<file path="config.mk">
export PLATFORM = sky130hd
export DESIGN_NAME = hazard_ctrl
export DESIGN_NICKNAME = d
export VERILOG_FILES = /design/src/rtl/hazard_ctrl.sv
export SDC_FILE = /design/constraint.sdc
export NUM_CORES = 1
export LEC_CHECK = 0
export CORE_ASPECT_RATIO = 1.2
export CORE_MARGIN = 4
export CORE_UTILIZATION = 48
export CTS_CLUSTER_DIAMETER = 80
export CTS_CLUSTER_SIZE = 20
export DETAILED_ROUTE_END_ITERATION = 7
export HOLD_SLACK_MARGIN = 0.12
export PLACE_DENSITY = 0.94
export SETUP_SLACK_MARGIN = 0.15
export SLEW_MARGIN = 20
export SYNTH_ARGS = -nofsm -noshare
export SYNTH_HDL_FRONTEND = slang
export SYNTH_SLANG_ARGS = --single-unit
</file>
<file path="constraint.sdc">
create_clock -name clock -period 3.8 [get_ports clock]
set_clock_uncertainty 0.1 [all_clocks]
set_input_delay 0.95 -clock clock [delete_from_list [all_inputs] [get_ports clock]]
set_output_delay 0.95 -clock clock [all_outputs]
set_load 0.05 [all_outputs]
</file>
<file path="src/rtl/hazard_ctrl.sv">
// rtl/hazard_ctrl.sv - EX-stage operand forwarding, load-use and mult/div stall control
module hazard_ctrl #(
  parameter int MD_LAT = 6,
  parameter int CNT_W  = 16
) (
  input  logic             clock,
  input  logic             reset,
  input  logic [4:0]       ex_ra,
  input  logic [4:0]       ex_rb,
  input  logic             ex_uses_rb,
  input  logic             ex_md_start,
  input  logic             ex_hilo_read,
  input  logic [4:0]       mem_rw,
  input  logic             mem_regwrite,
  input  logic             mem_is_load,
  input  logic [4:0]       wb_rw,
  input  logic             wb_regwrite,
  output logic             stall,
  output logic             bubble,
  output logic [1:0]       fwd_a,
  output logic [1:0]       fwd_b,
  output logic             md_busy,
  output logic [1:0]       stall_cause,
  output logic [CNT_W-1:0] stall_count
);

  localparam int MD_W = $clog2(MD_LAT + 1);

  typedef enum logic {RUN, LS_HOLD} state_t;

  state_t          state;
  logic [MD_W-1:0] md_cnt;

  logic mem_match_a, mem_match_b, wb_match_a, wb_match_b;
  logic lu, mh, hazard;

  // Register r0 is hardwired zero, so it never matches a producer
  assign mem_match_a = mem_regwrite && (mem_rw == ex_ra) && (ex_ra != 5'd0);
  assign mem_match_b = ex_uses_rb && mem_regwrite && (mem_rw == ex_rb) && (ex_rb != 5'd0);
  assign wb_match_a  = wb_regwrite && (wb_rw == ex_ra) && (ex_ra != 5'd0);
  assign wb_match_b  = ex_uses_rb && wb_regwrite && (wb_rw == ex_rb) && (ex_rb != 5'd0);

  // A second load-use stall for the same consumer is blocked by LS_HOLD
  assign lu      = (mem_match_a || mem_match_b) && mem_is_load && (state == RUN);
  assign md_busy = (md_cnt != '0);
  assign mh      = md_busy && (ex_hilo_read || ex_md_start);
  assign hazard  = lu || mh;

  // Forward selects and stall outputs, all held quiet while in reset
  always_comb begin
    fwd_a       = 2'b00;
    fwd_b       = 2'b00;
    stall       = 1'b0;
    stall_cause = 2'b00;
    if (!reset) begin
      if (mem_match_a)     fwd_a = 2'b01;
      else if (wb_match_a) fwd_a = 2'b10;
      if (mem_match_b)     fwd_b = 2'b01;
      else if (wb_match_b) fwd_b = 2'b10;
      stall       = hazard;
      stall_cause = {mh, lu};
    end
  end

  assign bubble = stall;

  // Load-use guard FSM: one cycle of LS_HOLD after every load-use stall
  always_ff @(posedge clock) begin
    if (reset) begin
      state <= RUN;
    end else begin
      case (state)
        RUN:     if (lu) state <= LS_HOLD;
        LS_HOLD: state <= RUN;
        default: state <= RUN;
      endcase
    end
  end

  // Mult/div occupancy: a start is only accepted when EX is not held
  always_ff @(posedge clock) begin
    if (reset) begin
      md_cnt <= '0;
    end else if (ex_md_start && !stall) begin
      md_cnt <= MD_W'(MD_LAT);
    end else if (md_cnt != '0) begin
      md_cnt <= md_cnt - MD_W'(1);
    end
  end

  // Saturating count of stalled cycles
  always_ff @(posedge clock) begin
    if (reset) begin
      stall_count <= '0;
    end else if (stall && (stall_count != '1)) begin
      stall_count <= stall_count + CNT_W'(1);
    end
  end

endmodule

</file>
After elaboration in Yosys (flattened, before gate mapping)
Index checks and enable logic that the tools add are counted.
{ "totals": {"out_inout_bits": 25, "ff_bits": 20, "wordCells": 48} }
{ "op_classes": {"n_reduce_logical": 24, "n_mux": 12, "eq_ne": 5, "addsub": 2, "bitwise": 1} }
{ "op_table": {"columns": ["op", "n"], "rows": [
  ["equality test 5 bit", 4],
  ["adder 16 x 1 -> 16 bit, second input constant", 1],
  ["inequality test 16 bit, second input constant", 1],
  ["logical AND 1 bit", 15],
  ["two-way mux 2 bit", 7],
  ["nonzero test 5 bit", 2],
  ["two-way mux 3 bit", 2],
  ["logical OR 1 bit", 3],
  ["nonzero test 3 bit", 1],
  ["subtractor 3 x 1 -> 3 bit, second input constant", 1],
  ["two-way mux 1 bit", 2],
  ["one-hot mux 1 bit (2 select lines)", 1],
  ["nonzero test 2 bit", 1],
  ["OR reduction 2 bit", 1],
  ["zero test 1 bit", 1],
  ["NOT 1 bit", 1]
]} }

Logic depth before layout (Yosys ltp)
Gate-level depths: netlist of run 1.
{ "logic_depth": {"ltp_word": 11, "mapped_depth": 11, "ltp_nobuf": 9} }

Worst setup path before layout of run 1
Ideal clock, no wire load.
{ "synth_timing": {"path_kind": "input -> output", "startpoint": "input port ex_ra[1]", "endpoint": "output port fwd_a[1]", "path_slack_ns": -0.547, "cell_stages": 4, "arrival_time_ns": 3.297, "path_buffers": 0, "required_ns": 2.750, "path_cell_list": "or4_1 nor2_1 nor3_2 nor4_1"} }
{ "synth_between": {"elab_chain_len": 6, "word_cells_on_any_way": 10} }
{ "synth_rtl": {"columns": ["element", "line", "source"], "rows": [
  ["start, declared", "8", "input logic [4:0] ex_ra,"],
  ["equality test 5 bit", "40", "assign wb_match_a = wb_regwrite && (wb_rw == ex_ra) && (ex_ra != 5'd0);"],
  ["logical AND 1 bit (2 in a row)", "40", null],
  ["two-way mux 2 bit", "57", "else if (wb_match_a) fwd_a = 2'b10;"],
  ["two-way mux 2 bit *", "56", "if (mem_match_a) fwd_a = 2'b01;"],
  ["two-way mux 2 bit *", "55", "if (!reset) begin"],
  ["end, declared", "20", "output logic [1:0] fwd_a,"]
]} }
Mark *: on every way between the ends. The rest lies on a longest branch, timed or not.

Worst setup path in the final report of run 1
{ "layout_timing": {"startpoint": "input port ex_ra[2]", "endpoint": "output port fwd_a[1]"} }
Same word-level chain as after synthesis.

==> Implementation_results.wiki, run 1 <==
{| class="wikitable"
! Metric !! Value
|-
| # clock sinks || 20
|-
| Area enclosed by the die boundary || 3930 µm²
|-
| Worst hold path type || reg2reg
|-
| Worst-path cell chain || dlygate4sd2_1 > or4_4 > nor2_4 > nor3_4 > nor4_2 > bufbuf_16
|-
| Layout Cells excl Fill || 271
|-
| Relative slew slack || 58.9%
|-
| Global-route usage over all layers || 21.4%
|-
| Combinational family with the most area after synthesis || simple AND/OR/NAND/NOR gates
|-
| Crit end category || primary output
|-
| Combinational power share || 48.3%
|-
| Share of the clock period used by the worst path after layout || 95.1%
|-
| Data required time at the worst endpoint || 2750 ps
|-
| WL per Instance || 15.2 µm
|-
| Critical Path Fanout Max || 3
|-
| Final net count || 269
|-
| Mean instance size in the synthesized netlist || 8.58 µm²
|-
| Nets in the synthesized netlist || 198
|-
| Flops & latches, synth || 20
|-
| CTS Hold Bufs || 0
|-
| Clock Latency Late Sink || 310 ps
|-
| Power density over the cells || 317 nW/µm²
|-
| Internal cell power || 0.424 mW
|-
| Maximum number of pins on one net before global-route repair || 13
|-
| Chip height || 67.8 µm
|-
| Final HPWL from detailed placement || 3.23 mm
|-
| Number of failing hold endpoints at the final stage || 0
|-
| CTS tree || yes
|-
| Synthesis-to-finish area growth || 55.5%
|-
| DR vias/cell || 5.63
|-
| Routed wire length || 4.12 mm
|-
| Iteration-0 DRC count of the detailed router || 47
|-
| Count of unresolved DRC violations after routing || 0
|-
| Last weighted congestion value of the routability-driven placer || 0.876
|-
| Sequential cell area fraction in the yosys report || 27.9%
|-
| Die width || 57.9 µm
|-
| Vias in the first global route || 1519
|-
| Compound-Gate Fraction of Synth Area || 18.1%
|-
| Simple-gate portion of the synthesized area || 28.9%
|-
| Register clock-pin slew on the reported worst setup and hold paths || 110 ps
|-
| Area share of fa/ha/maj cells after synthesis || 2.62%
|-
| Result of the run || finished clean
|-
| Post-synthesis mux area share || 4.02%
|-
| Global-route wire length before repair || 6.44 mm
|-
| Relative contribution of sequential cells to total power || 33.4%
|-
| Buffering stage count on the worst path with inverters included || 2
|-
| First-pass detailed-route iteration total || 5
|-
| Crit path kind || in2out
|-
| Number of flops mapped to enable cells by yosys || 0
|-
| Count of different cell masters after synthesis || 46
|-
| Initial core utilization || 50.5%
|-
| Switching Share || 39.9%
|-
| Critical Path Source Type || primary input
|-
| Hold Worst Slack || 414 ps
|-
| Placement-stage cell area || 2110 µm²
|-
| Combined area of all synthesized cells || 1430 µm²
|-
| Root Driver || sky130_fd_sc_hd__clkbuf_4
|-
| YS warnings || 0
|-
| Num ports || 53
|-
| FFs w/ async S/R, synth || 0%
|-
| H-Tree Level Count || 1
|-
| Slowest stage cell on the critical path || sky130_fd_sc_hd__or4_4
|-
| Number of antenna violations at the first check in global routing || 0
|-
| Post-route design area || 2230 µm²
|-
| Diode count || 0
|-
| Clock share of power || 18.3%
|-
| Xor and xnor area share after synthesis || 12.8%
|-
| Leak || 0.842 nW
|-
| Total global routing overflow || 0
|-
| Max rail drop VDD || 0.226 mV
|-
| Fraction of layout instances using a drive strength above 1 || 22.8%
|-
| Total setup violations reported at the end of the flow || 0
|-
| Highest clock frequency the design can meet || 277 MHz
|-
| Routed Antenna Nets || 0
|-
| Finished Core Util || 78.5%
|-
| Clock Tree Buf Depth || 2
|-
| # rows || 21
|-
| Vias after detailed routing || 1526
|-
| Core region area || 2840 µm²
|-
| Gate family responsible for the most delay along the worst path || simple AND/OR/NAND/NOR gates
|-
| Post-Synthesis Cells || 167
|-
| Critical Path AT || 2560 ps
|-
| Count of pins over their slew limit || 0
|-
| Max-cap violations || 0
|-
| Main synth FF type || sky130_fd_sc_hd__dfxtp_1
|-
| Placed cell count || 262
|-
| Number of buffers created by CTS || 3
|-
| Setup repair after global routing missed its margin || yes
|-
| Buffers on Ports || 52
|-
| Net Sw Power || 0.281 mW
|-
| Minimum period implied by the final worst setup slack || 3610 ps
|-
| Slew of the pin with the lowest slew margin || 610 ps
|-
| CP peak stage delay || 540 ps
|}
## state kept, by name, summed over array words and instances, names as in the netlist
name	cells
stall_count	16
md_cnt	3
state	1
## cell families (layout without fill, tap and decap cells)
logic type	after synthesis	in the layout
adders and majority gates	3	3
muxes	5	5
xor gates and xnor gates	21	21
AOI/OAI and AO/OA	32	32
and+or+nand+nor	72	72
DFF	20	20
buffers and inverters	14	84
## layout make-up
type                            count  area, µm²
Tap cell                           34       42.5
Clock buffer                        4       36.3
Sequential cell                    20        400
Multi-Input combinational cell    133        998
Inverter                            8       30.0
Fill cell                         199        611
Timing Repair Buffer               72        719
## final timing paths
path / cells past startpoint / from / to / slack (ps)
worst min register to register: 2 / stall_count[10] / stall_count[10] / 410
worst min-delay path: 2 / stall_count[10] / stall_count[10] / 410
worst max-delay path: 6 / ex_ra[2] / fwd_a[1] / 190
worst max register to register: 9 / md_cnt[1] / stall_count[1] / 1260
## timing repair
| item | CTS | global route |
|---|---|---|
| setup buffers | 4 | 1 |
| resized for setup | 20 | 1 |
| endpoints found under the setup margin | 5 | 6 |
| pin swaps | 11 | 5 |
| cloned | 0 | 0 |
## Yosys cell counts (all sizes together) (4+ instances only)
library cell,number,area share (%)
or4,4,2.4
nor3,6,3.6
dfxtp,20,28
or3,5,2.2
inv,8,2.1
and3,5,2.2
nor4,5,2.6
nand4,8,3.5
xor2,5,3.1
a21oi,9,3.7
nand3,6,2.1
nor2b,4,1.7
o21ai,9,4.7
nand2,10,2.6
nor2,15,4.1
xnor2,16,9.8
## per-stage QoR
step	worst slack (ps)	setup TNS, ps	total power, mW
final	186	0	0.706
after global routing	124	0	0.743
after floorplan	-144	-299	0.460
after CTS	169	0	0.706
after global placement	62.2	0	0.561
after detailed placement	-5.41	-10.3	0.569
## routing by layer
layer | up-vias | track usage [%] | wire length [µm] | share of wire [%]
met1 | 717 | 18.7 | 1460 | 35
met3 | 11 | 4.34 | 285 | 6.9
met5 | - | 0 | 0 | 0
li1 | 741 | - | - | -
met4 | 0 | 9.86 | 110 | 2.7
met2 | 57 | 45.3 | 2270 | 55
## power by group through the flow
stage | Sequential (mW) | Clock [mW] | Combinational (mW)
final | 0.235 | 0.129 | 0.341
after global routing | 0.238 | 0.137 | 0.368
after CTS | 0.235 | 0.129 | 0.342
after detailed placement | 0.241 | 0 | 0.328
after global placement | 0.239 | 0 | 0.322
after floorplan | 0.245 | 0 | 0.215
## worst register-to-register path, cell delays in order (launching register included)
cell and delay [ps]:
sky130_fd_sc_hd__dfxtp_1 340, sky130_fd_sc_hd__or2_2 300, sky130_fd_sc_hd__inv_1 60, sky130_fd_sc_hd__ha_1 250, sky130_fd_sc_hd__o21bai_1 280, sky130_fd_sc_hd__nor2_1 220
sky130_fd_sc_hd__o31ai_4 400, sky130_fd_sc_hd__buf_4 250, sky130_fd_sc_hd__mux2i_1 190, sky130_fd_sc_hd__nor2_1 50
## cells in the final DEF, fill, tap and decap left out, types with 3 or more instances in the layout
master,instances
sky130_fd_sc_hd__clkbuf_4,3
sky130_fd_sc_hd__nor3_4,3
sky130_fd_sc_hd__or3_1,5
sky130_fd_sc_hd__nor2b_1,4
sky130_fd_sc_hd__nor4_1,3
sky130_fd_sc_hd__nor2_1,13
sky130_fd_sc_hd__o21ai_2,3
sky130_fd_sc_hd__ha_1,3
sky130_fd_sc_hd__o21a_1,3
sky130_fd_sc_hd__inv_1,8
sky130_fd_sc_hd__xnor2_1,16
sky130_fd_sc_hd__and3_1,5
sky130_fd_sc_hd__dfxtp_1,20
sky130_fd_sc_hd__xor2_1,5
sky130_fd_sc_hd__buf_4,21
sky130_fd_sc_hd__nand2_1,10
sky130_fd_sc_hd__a21oi_1,7
sky130_fd_sc_hd__dlygate4sd2_1,11
sky130_fd_sc_hd__nand3_1,6
sky130_fd_sc_hd__buf_12,4
sky130_fd_sc_hd__nand4_1,8
sky130_fd_sc_hd__clkdlybuf4s50_1,33
No activity file was read; power rests on OpenSTA's default activity.
==> inputs of run 2 (changes only) <==
ABC_AREA = 0   (was not set)
MAX_ROUTING_LAYER = met4   (was not set)
PLACE_DENSITY = 0.87   (was 0.94)
==> Implementation_results.wiki, run 2 (same netlist as run 1, synthesis figures left out) <==
{| class="wikitable"
! Metric !! Value
|-
| Count of unresolved DRC violations after routing || 0 (unchanged)
|-
| Number of failing hold endpoints at the final stage || 0 (unchanged)
|-
| Total setup violations reported at the end of the flow || 0 (unchanged)
|-
| Chip height || 67.8 µm (unchanged)
|-
| Final net count || 265 (-1.5%)
|-
| Number of flip-flops in the largest register || 16 (unchanged)
|-
| Clock share of power || 18.3% (about the same)
|-
| Crit path kind || in2out
|-
| Finished Core Util || 76.9% (-1.5 points)
|-
| Worst-case hold path end point || stall_count[10]
|-
| Num ports || 53 (unchanged)
|-
| Root Driver || sky130_fd_sc_hd__clkbuf_4
|-
| Power after layout || 0.704 mW (-0.16%)
|-
| Minimum period implied by the final worst setup slack || 3660 ps (+42.0 ps)
|-
| Internal cell power || 0.421 mW (-0.69%)
|-
| First-pass detailed-route iteration total || 4 (-1)
|-
| Buffering stage count on the worst path with inverters included || 2 (unchanged)
|-
| Relative contribution of sequential cells to total power || 33.5% (about the same)
|-
| Most common library cell in the layout ignoring fill and taps || sky130_fd_sc_hd__clkdlybuf4s50_1
|-
| Initial core utilization || 50.5% (unchanged)
|-
| Vias in the first global route || 1513 (-0.39%)
|-
| Critical Path Source Type || primary input
|-
| Fraction of layout instances using a drive strength above 1 || 21.0% (-1.8 points)
|-
| Core region area || 2840 µm² (unchanged)
|-
| Share of the clock period used by the worst path after layout || 96.2% (+1.1 points)
|-
| Max rail drop VDD || 0.228 mV (+0.95%)
|-
| DR vias/cell || 5.66 (+0.57%)
|-
| Routed Antenna Nets || 0 (unchanged)
|-
| Data required time at the worst endpoint || 2750 ps (about the same)
|-
| Number of cells on the worst hold path || 2 (unchanged)
|-
| Power density over the cells || 323 nW/µm² (+1.8%)
|-
| Worst setup slack for register-to-register paths || 1080 ps (-180 ps)
|-
| Leak || 0.817 nW (-3.0%)
|-
| Highest-count cells in the layout ignoring fill and taps || sky130_fd_sc_hd__clkdlybuf4s50_1, sky130_fd_sc_hd__dfxtp_1, sky130_fd_sc_hd__xnor2_1, sky130_fd_sc_hd__buf_4, sky130_fd_sc_hd__nor2_1
|-
| Reg2Reg Capture Point || stall_count[5]
|-
| Slew of the pin with the lowest slew margin || 564 ps (-46.5 ps)
|-
| Total of fill cells in the finished design || 194 (-2.5%)
|-
| Highest clock frequency the design can meet || 274 MHz (-1.2%)
|-
| Global-route usage over all layers || 21.7% (+0.30 points)
|-
| Number of buffers created by CTS || 3 (unchanged)
|-
| Result of the run || finished clean
|-
| Switching Share || 40.2% (+0.32 points)
|-
| Worst slack at placement || -74.8 ps (-69.4 ps)
|-
| Global-route wire length before repair || 6.38 mm (-0.85%)
|-
| Diode count || 0 (unchanged)
|-
| Register clock-pin slew on the reported worst setup and hold paths || 100 ps (about the same)
|-
| Last weighted congestion value of the routability-driven placer || 0.820 (-6.4%)
|-
| Maximum number of pins on one net before global-route repair || 14 (+1)
|-
| Iteration-0 DRC count of the detailed router || 59 (+26%)
|-
| Total global routing overflow || 0 (unchanged)
|-
| Die width || 57.9 µm (unchanged)
|-
| Worst-path cell chain || clkdlybuf4s50_1 > xnor2_1 > nand4_1 > nor4_1 > buf_12
|-
| H-Tree Level Count || 1 (unchanged)
|-
| Critical Path AT || 2610 ps (+50 ps)
|-
| Worst hold path type || reg2reg
|-
| Clock Latency Late Sink || 320 ps (about the same)
|-
| Clock Tree Buf Depth || 2 (unchanged)
|-
| Number of antenna violations at the first check in global routing || 0 (unchanged)
|-
| CP peak stage delay || 550 ps (about the same)
|-
| Min setup slack post-route || 144 ps (-42.0 ps)
|-
| CTS tree || yes
|-
| Largest Register || stall_count
|-
| Max-cap violations || 0 (unchanged)
|-
| # rows || 21 (unchanged)
|-
| Crit end category || primary output
|-
| Relative slew slack || 62.1% (+3.1 points)
|-
| Gate family responsible for the most delay along the worst path || buffers and inverters
|-
| Routed wire length || 4.06 mm (-1.6%)
|-
| WL per Instance || 15.2 µm (-0.15%)
|-
| Vias after detailed routing || 1512 (-0.92%)
|-
| Combinational power share || 48.2% (about the same)
|-
| Buffers on Ports || 52 (unchanged)
|-
| Synthesis-to-finish area growth || 52.4%
|-
| Critical R2R Launch || md_cnt[1]
|-
| Count of pins over their slew limit || 0 (unchanged)
|-
| # clock sinks || 20 (unchanged)
|-
| Critical Path Fanout Max || 2 (-1)
|-
| Area enclosed by the die boundary || 3930 µm² (unchanged)
|-
| Biggest regs || stall_count: 16 flops, md_cnt: 3 flops, state: 1 flops
|-
| Net Sw Power || 0.283 mW (+0.64%)
|-
| FF-to-FF path depth || 10 (+1)
|-
| Origin of the worst min-delay path || stall_count[10]
|-
| Final HPWL from detailed placement || 3.26 mm (+1.0%)
|-
| Slowest stage cell on the critical path || sky130_fd_sc_hd__clkdlybuf4s50_1
|-
| Setup repair after global routing missed its margin || yes
|-
| CTS Hold Bufs || 0 (unchanged)
|}
run 2: changes by cell type in the layout (fill, tap and decap cells not counted), sizes merged:
cell           before  now
buf                27   23
clkdlybuf4s50      33   37
dlygate4sd2        11    7
run 2: power groups by stage:
stage,registers [mW],clock network (mW),logic [mW]
detailed placement,0.241,0,0.329
floorplan,0.245,0,0.215
finish,0.236,0.129,0.339
global placement,0.238,0,0.315
global route,0.238,0.135,0.360
CTS,0.235,0.130,0.337
run 2: worst reg2reg max path, cell delays in order (launching register included):
cell                       delay (ps)
sky130_fd_sc_hd__dfxtp_1          380
sky130_fd_sc_hd__or2_2            140
sky130_fd_sc_hd__inv_1             40
sky130_fd_sc_hd__ha_1             250
sky130_fd_sc_hd__o21bai_1         260
sky130_fd_sc_hd__a21o_1           250
sky130_fd_sc_hd__a31oi_4          230
sky130_fd_sc_hd__o31ai_4          160
sky130_fd_sc_hd__buf_4            220
sky130_fd_sc_hd__or4_1            470
sky130_fd_sc_hd__a21oi_1          140
run 2: through the flow:
stage / TNS (ps) / instance area (µm²) / instances / hold slack (ps)
floorplan: -299 / 1440 / 167 / 393
global placement: -6.96 / 2090 / 259 / 384
detailed placement: -196 / 2090 / 259 / 402
CTS: 0 / 2180 / 266 / 419
global route: 0 / 2180 / 267 / 443
finish: 0 / 2180 / 267 / 419
run 2: cell type report:
class | instances | area (µm²) | area share [%]
multi-input combinational | 133 | 976 | 44.7
sequential | 20 | 400 | 18.3
timing repair buffer | 68 | 698 | 32.0
inverter | 8 | 30.0 | 1.38
clock buffer | 4 | 36.3 | 1.66
tap | 34 | 42.5 | 1.95
run 2: how the worst max path moves through the flow:
stage / start / end / slack (ps) / cells past startpoint
finish: mem_rw[2] / fwd_b[0] / 140 / 5
detailed placement: ex_rb[0] / stall_cause[0] / -70 / 8
floorplan: reset / fwd_a[0] / -140 / 3
global route: ex_ra[4] / fwd_a[1] / 60 / 6
global placement: ex_rb[0] / stall_cause[0] / -7 / 8
CTS: ex_ra[0] / stall_cause[0] / 130 / 8
run 2: what timing repair did:
action                                  in CTS  in global routing
resized for setup                           14                  0
endpoints found under the setup margin       6                  7
endpoints found under the hold margin        0                  0
pin swaps                                    8                  4
setup buffers                                3                  1
run 2: per-layer routing:
layer	track usage, %	up-vias	share of wire (%)	wire, µm
li1	-	736	-	-
met1	20.7	693	37	1490
met2	42.2	71	54	2200
met3	3.02	12	5.9	239
met4	11.0	0	3.2	129
met5	-	-	0	0
==> variant 1, RTL diff (settings of run 2) <==
Register the output `stall_count` once more, without a reset; this adds one clock of latency there. The other outputs are not delayed to match.
--- a/src/rtl/hazard_ctrl.sv
+++ b/src/rtl/hazard_ctrl.sv
@@ -28,4 +28,6 @@
 
   typedef enum logic {RUN, LS_HOLD} state_t;
+
+  logic [CNT_W-1:0] stall_count_s0;
 
   state_t          state;
@@ -92,8 +94,12 @@
   always_ff @(posedge clock) begin
     if (reset) begin
-      stall_count <= '0;
-    end else if (stall && (stall_count != '1)) begin
-      stall_count <= stall_count + CNT_W'(1);
+      stall_count_s0 <= '0;
+    end else if (stall && (stall_count_s0 != '1)) begin
+      stall_count_s0 <= stall_count_s0 + CNT_W'(1);
     end
+  end
+
+  always_ff @(posedge clock) begin
+    stall_count <= stall_count_s0;
   end
 
Behaviour: not the same (a bounded check fails within 4 cycles, from zero or initial values and one cycle with reset high).
==> variant 1 against run 2 <==
Area after synthesis is 25% higher; cell area grew 19%; worst setup slack improved by 0.076 ns; wire length is 5.6% higher; global-route usage down 2.4 points; total power increased by 57%; sequential cell count rose by 16; die area up 22%; critical endpoint is now fwd_b[1]; highest routed layer unchanged.
==> variant 1: results (changes against run 2) <==
[run_status]
status = complete, no violations

[routing]
met1_length_um = 1600  ; +7.7%
drtIter0Drc = 89  ; +51%
dr_wl_met3_um = 249  ; +4.2%
viasPerCell = 5.41  ; -4.5%
wl_met2_um = 2310  ; +5.4%
routed_wl_um = 4280  ; +5.6%

[worst_setup_path]
critical-path-top-delay-family = simple AND/OR/NAND/NOR gates
r2r.worst_path.cells = 7  ; -3
path_max_fanout = 3  ; +1
cp_slowest_cell = or4_4
rrSetupSlack_ns = 1.38  ; +0.30 ns
crit_path_end = fwd_b[1]
r2r-end = stall_count_s0[10]$_SDFFE_PP0P_
crit_start = ex_rb[1]

[global_routing]
grt_util_all_layers_pct = 19.4  ; -2.4 points
grt_pass1_vias = 1589  ; +5.0%
met3_usage_pct = 4.78  ; +1.8 points
use_met1_pct = 17.5  ; -3.2 points
grt_pass1_wl_um = 6850  ; +7.3%
grt_max_degree = 16  ; +2

[yosys]
syn_avg_cell_area_um2 = 9.52  ; +11%
yosysSeqAreaShare_pct = 40.3  ; +12 points
synthesis.nets = 219  ; +11%
synth_common_cells = dfxtp_1 (36), nor2_1 (16), xor2_1 (11)
ys_types = 43  ; -6.5%
synth_area_leaders = dfxtp_1 (40%), xor2_1 (5.4%), mux2i_1 (3.9%)
async_flop_share_pct = 0  ; unchanged

[finish]
finalNonFillerCells = 295  ; +10%
drive_gt1_share_pct = 20.3  ; -0.72 points
largest_registers = stall_count x16, stall_count_s0 x16, md_cnt x3

[cts]
htreeDepth = 2  ; +1
root_buffer = clkbuf_8
clock_latency_ns = 0.29  ; -0.03 ns
cts_post_setup_buffers_inserted = 1  ; -2
cts_made_buffers = 5  ; +2
ctsResizeCount = 25  ; +11
clk_pin_slew_ns = 0.06  ; -0.04 ns

[power_and_ir_drop]
ir_worst_vdd_mv = 0.273  ; +20%
p_seq_mw = 0.441  ; +87%
pg_clk_mw = 0.251  ; +95%
p_leak_nw = 1.07  ; +31%
internal_power_mw = 0.709  ; +68%
switching_share_pct = 36.0  ; -4.3 points

[timing]
max_freq_mhz = 279  ; +2.1%
whs_ns = 0.279  ; -0.140 ns

[placement]
dpl-instance-area_mm2 = 0.00249  ; +19%
place_inst = 287  ; +11%
gp_congestion = 0.872  ; +6.4%
post-place-ws_ns = -0.0266  ; +0.0481 ns
dpl.hpwl_um = 3360  ; +3.0%
port_buffers = 52  ; unchanged

[hold_path]
hold-path-cell-count = 0  ; -2
min_from = stall_count_s0[15]$_SDFFE_PP0P_
min_delay_worst_endpoint = stall_count[15]$_DFF_P_

## variant 1: cell count changes in the layout (fill, tap and decap cells not counted), moves of 5 or more
| cell | run 2 | this run |
|---|---|---|
| clkdlybuf4s50_1 | 37 | 29 |
| dfxtp_1 | 20 | 36 |
| dlygate4sd2_1 | 7 | 14 |
| mux2_2 | 0 | 5 |
| mux2i_1 | 2 | 7 |
| nand2b_1 | 1 | 8 |
| nor2b_1 | 4 | 9 |
| xnor2_1 | 16 | 7 |
| xor2_1 | 5 | 11 |
## variant 1: cell families after synthesis
logic type,share of synthesized area [%]
and+or+nand+nor,22.7
buffers and inverters,3.99
DFF,40.3
muxes,8.95
adders and majority gates,2.10
xor gates and xnor gates,8.81
AOI/OAI and AO/OA,13.1
## variant 1: layout make-up
cell class                      instances  area [um^2]
Multi-Input combinational cell        136         1040
Fill cell                             263          995
Sequential cell                        36          721
Timing Repair Buffer                   67          679
Clock buffer                            6         72.6
Tap cell                               39         48.8
Inverter                               10         37.5
Clock inverter                          1         5.00
==> variant 2, RTL diff (settings of run 2) <==
Made on the original files. The parameter `CNT_W` goes from 16 to 32.
--- a/src/rtl/hazard_ctrl.sv
+++ b/src/rtl/hazard_ctrl.sv
@@ -2,5 +2,5 @@
 module hazard_ctrl #(
   parameter int MD_LAT = 6,
-  parameter int CNT_W  = 16
+  parameter int CNT_W  = 32
 ) (
   input  logic             clock,
Interface: changed (resized stall_count); port bits go from 53 to 69. No check against the original RTL was run, so the function may have changed too.
==> variant 2 against run 2 <==
Worst setup slack improved by 0.096 ns; total power rose by 57%; combinational power increased by 20%; die area up 49%; cell area increased by 50%; sequential cell count up 16; via count up 50%; wire length grew 49%; non-clock buffer count up 16; area after synthesis is 57% higher.
==> variant 2: results (changes against run 2) <==
[finish]
drive_gt1_share_pct = 15.7  ; -5.3 points
n_fill_cell = 351  ; +81%
largest_registers = stall_count x32, md_cnt x3, state x1
finalNonFillerCells = 408  ; +53%
final_nets = 380  ; +43%

[placement]
dpl-instance-area_mm2 = 0.00314  ; +50%
gp_congestion = 0.827  ; +0.87%
post-place-ws_ns = 0.0458  ; +0.121 ns
port_buffers = 68  ; +31%
dpl.hpwl_um = 4730  ; +45%

[global_routing]
grt_util_all_layers_pct = 21.8  ; +0.030 points
grt_pass1_wl_um = 10100  ; +59%
use_met1_pct = 21.5  ; +0.78 points
grtUsageMet2_pct = 41.1  ; -1.1 points
grt_pass1_vias = 2278  ; +51%
grt_max_degree = 20  ; +6
met3_usage_pct = 4.72  ; +1.7 points

[cts]
cts_made_buffers = 5  ; +2
clock_latency_ns = 0.29  ; -0.03 ns
cts_post_setup_buffers_inserted = 0  ; -3
root_buffer = clkbuf_8

[power_and_ir_drop]
p_sw_mw = 0.394  ; +39%
combinationalPowerShare_pct = 36.9  ; -11 points
p_leak_nw = 1.13  ; +38%
pg_clk_mw = 0.288  ; +120%
p_total_mw = 1.11  ; +57%
ir_worst_vdd_mv = 0.251  ; +10%

[worst_setup_path]
rrSetupSlack_ns = 1.19  ; +0.11 ns
r2r_start = md_cnt[0]$_SDFFE_PP0P_
crit_start = ex_ra[3]
cp_slowest_cell = or4_4
r2r-end = stall_count[30]$_SDFFE_PP0P_
r2r.worst_path.cells = 7  ; -3
path_max_fanout = 3  ; +1
crit_path_end = fwd_a[1]

[hold_path]
min_delay_worst_endpoint = md_cnt[0]$_SDFFE_PP0P_
min_from = md_cnt[0]$_SDFFE_PP0P_

[timing]
whs_ns = 0.396  ; -0.0232 ns
relSlewSlack_pct = 62.6  ; +0.52 points

[run_status]
status = complete, no violations

[routing]
dr_wl_met3_um = 321  ; +34%
drtIter0Drc = 147  ; +150%
met1_length_um = 2260  ; +52%
wl_met2_um = 3340  ; +52%

[yosys]
synth_area_leaders = dfxtp_1 (32%), xnor2_1 (14%), a21oi_1 (4.9%)
synthesis.nets = 301  ; +52%
yosysSeqAreaShare_pct = 32.1  ; +4.2 points
synth_common_cells = dfxtp_1 (36), xnor2_1 (35), nor2_1 (27)
syn_avg_cell_area_um2 = 8.31  ; -3.1%

-- variant 2: cell count changes in the layout (fill, tap and decap cells not counted), sizes merged, moves of 5 or more --
cell	run 2	this run
xnor2	16	35
dfxtp	20	36
clkdlybuf4s50	37	51
a21oi	9	22
nor2	15	27
nand4	8	17
nand3	6	14
a211oi	0	7
nand2	10	15
or3	5	10
-- variant 2: area by class of cell --
class	instances	area share, %
timing repair buffer	84	27.1
inverter	10	1.15
multi-input combinational	212	44.5
sequential	36	22.0
clock inverter	2	0.458
tap	58	2.21
clock buffer	6	2.52
-- variant 2: cell families (layout without fill, tap and decap cells) --
group           Yosys count  count (layout)  share of synthesized area (%)
xor+xnor                 40              40                           15.6
simple gates            122             122                           32.0
mux                       1               1                          0.446
flops                    36              36                           32.1
fa+ha+maj                 3               3                           1.67
buf+inv                  22             102                           5.13
compound gates           46              46                           13.0
-- variant 2: worst max-delay path: cells and delay by family --
kind                   cells  cell delay, ns
buffers and inverters      2            0.56
AND/OR/NAND/NOR            4            1.00
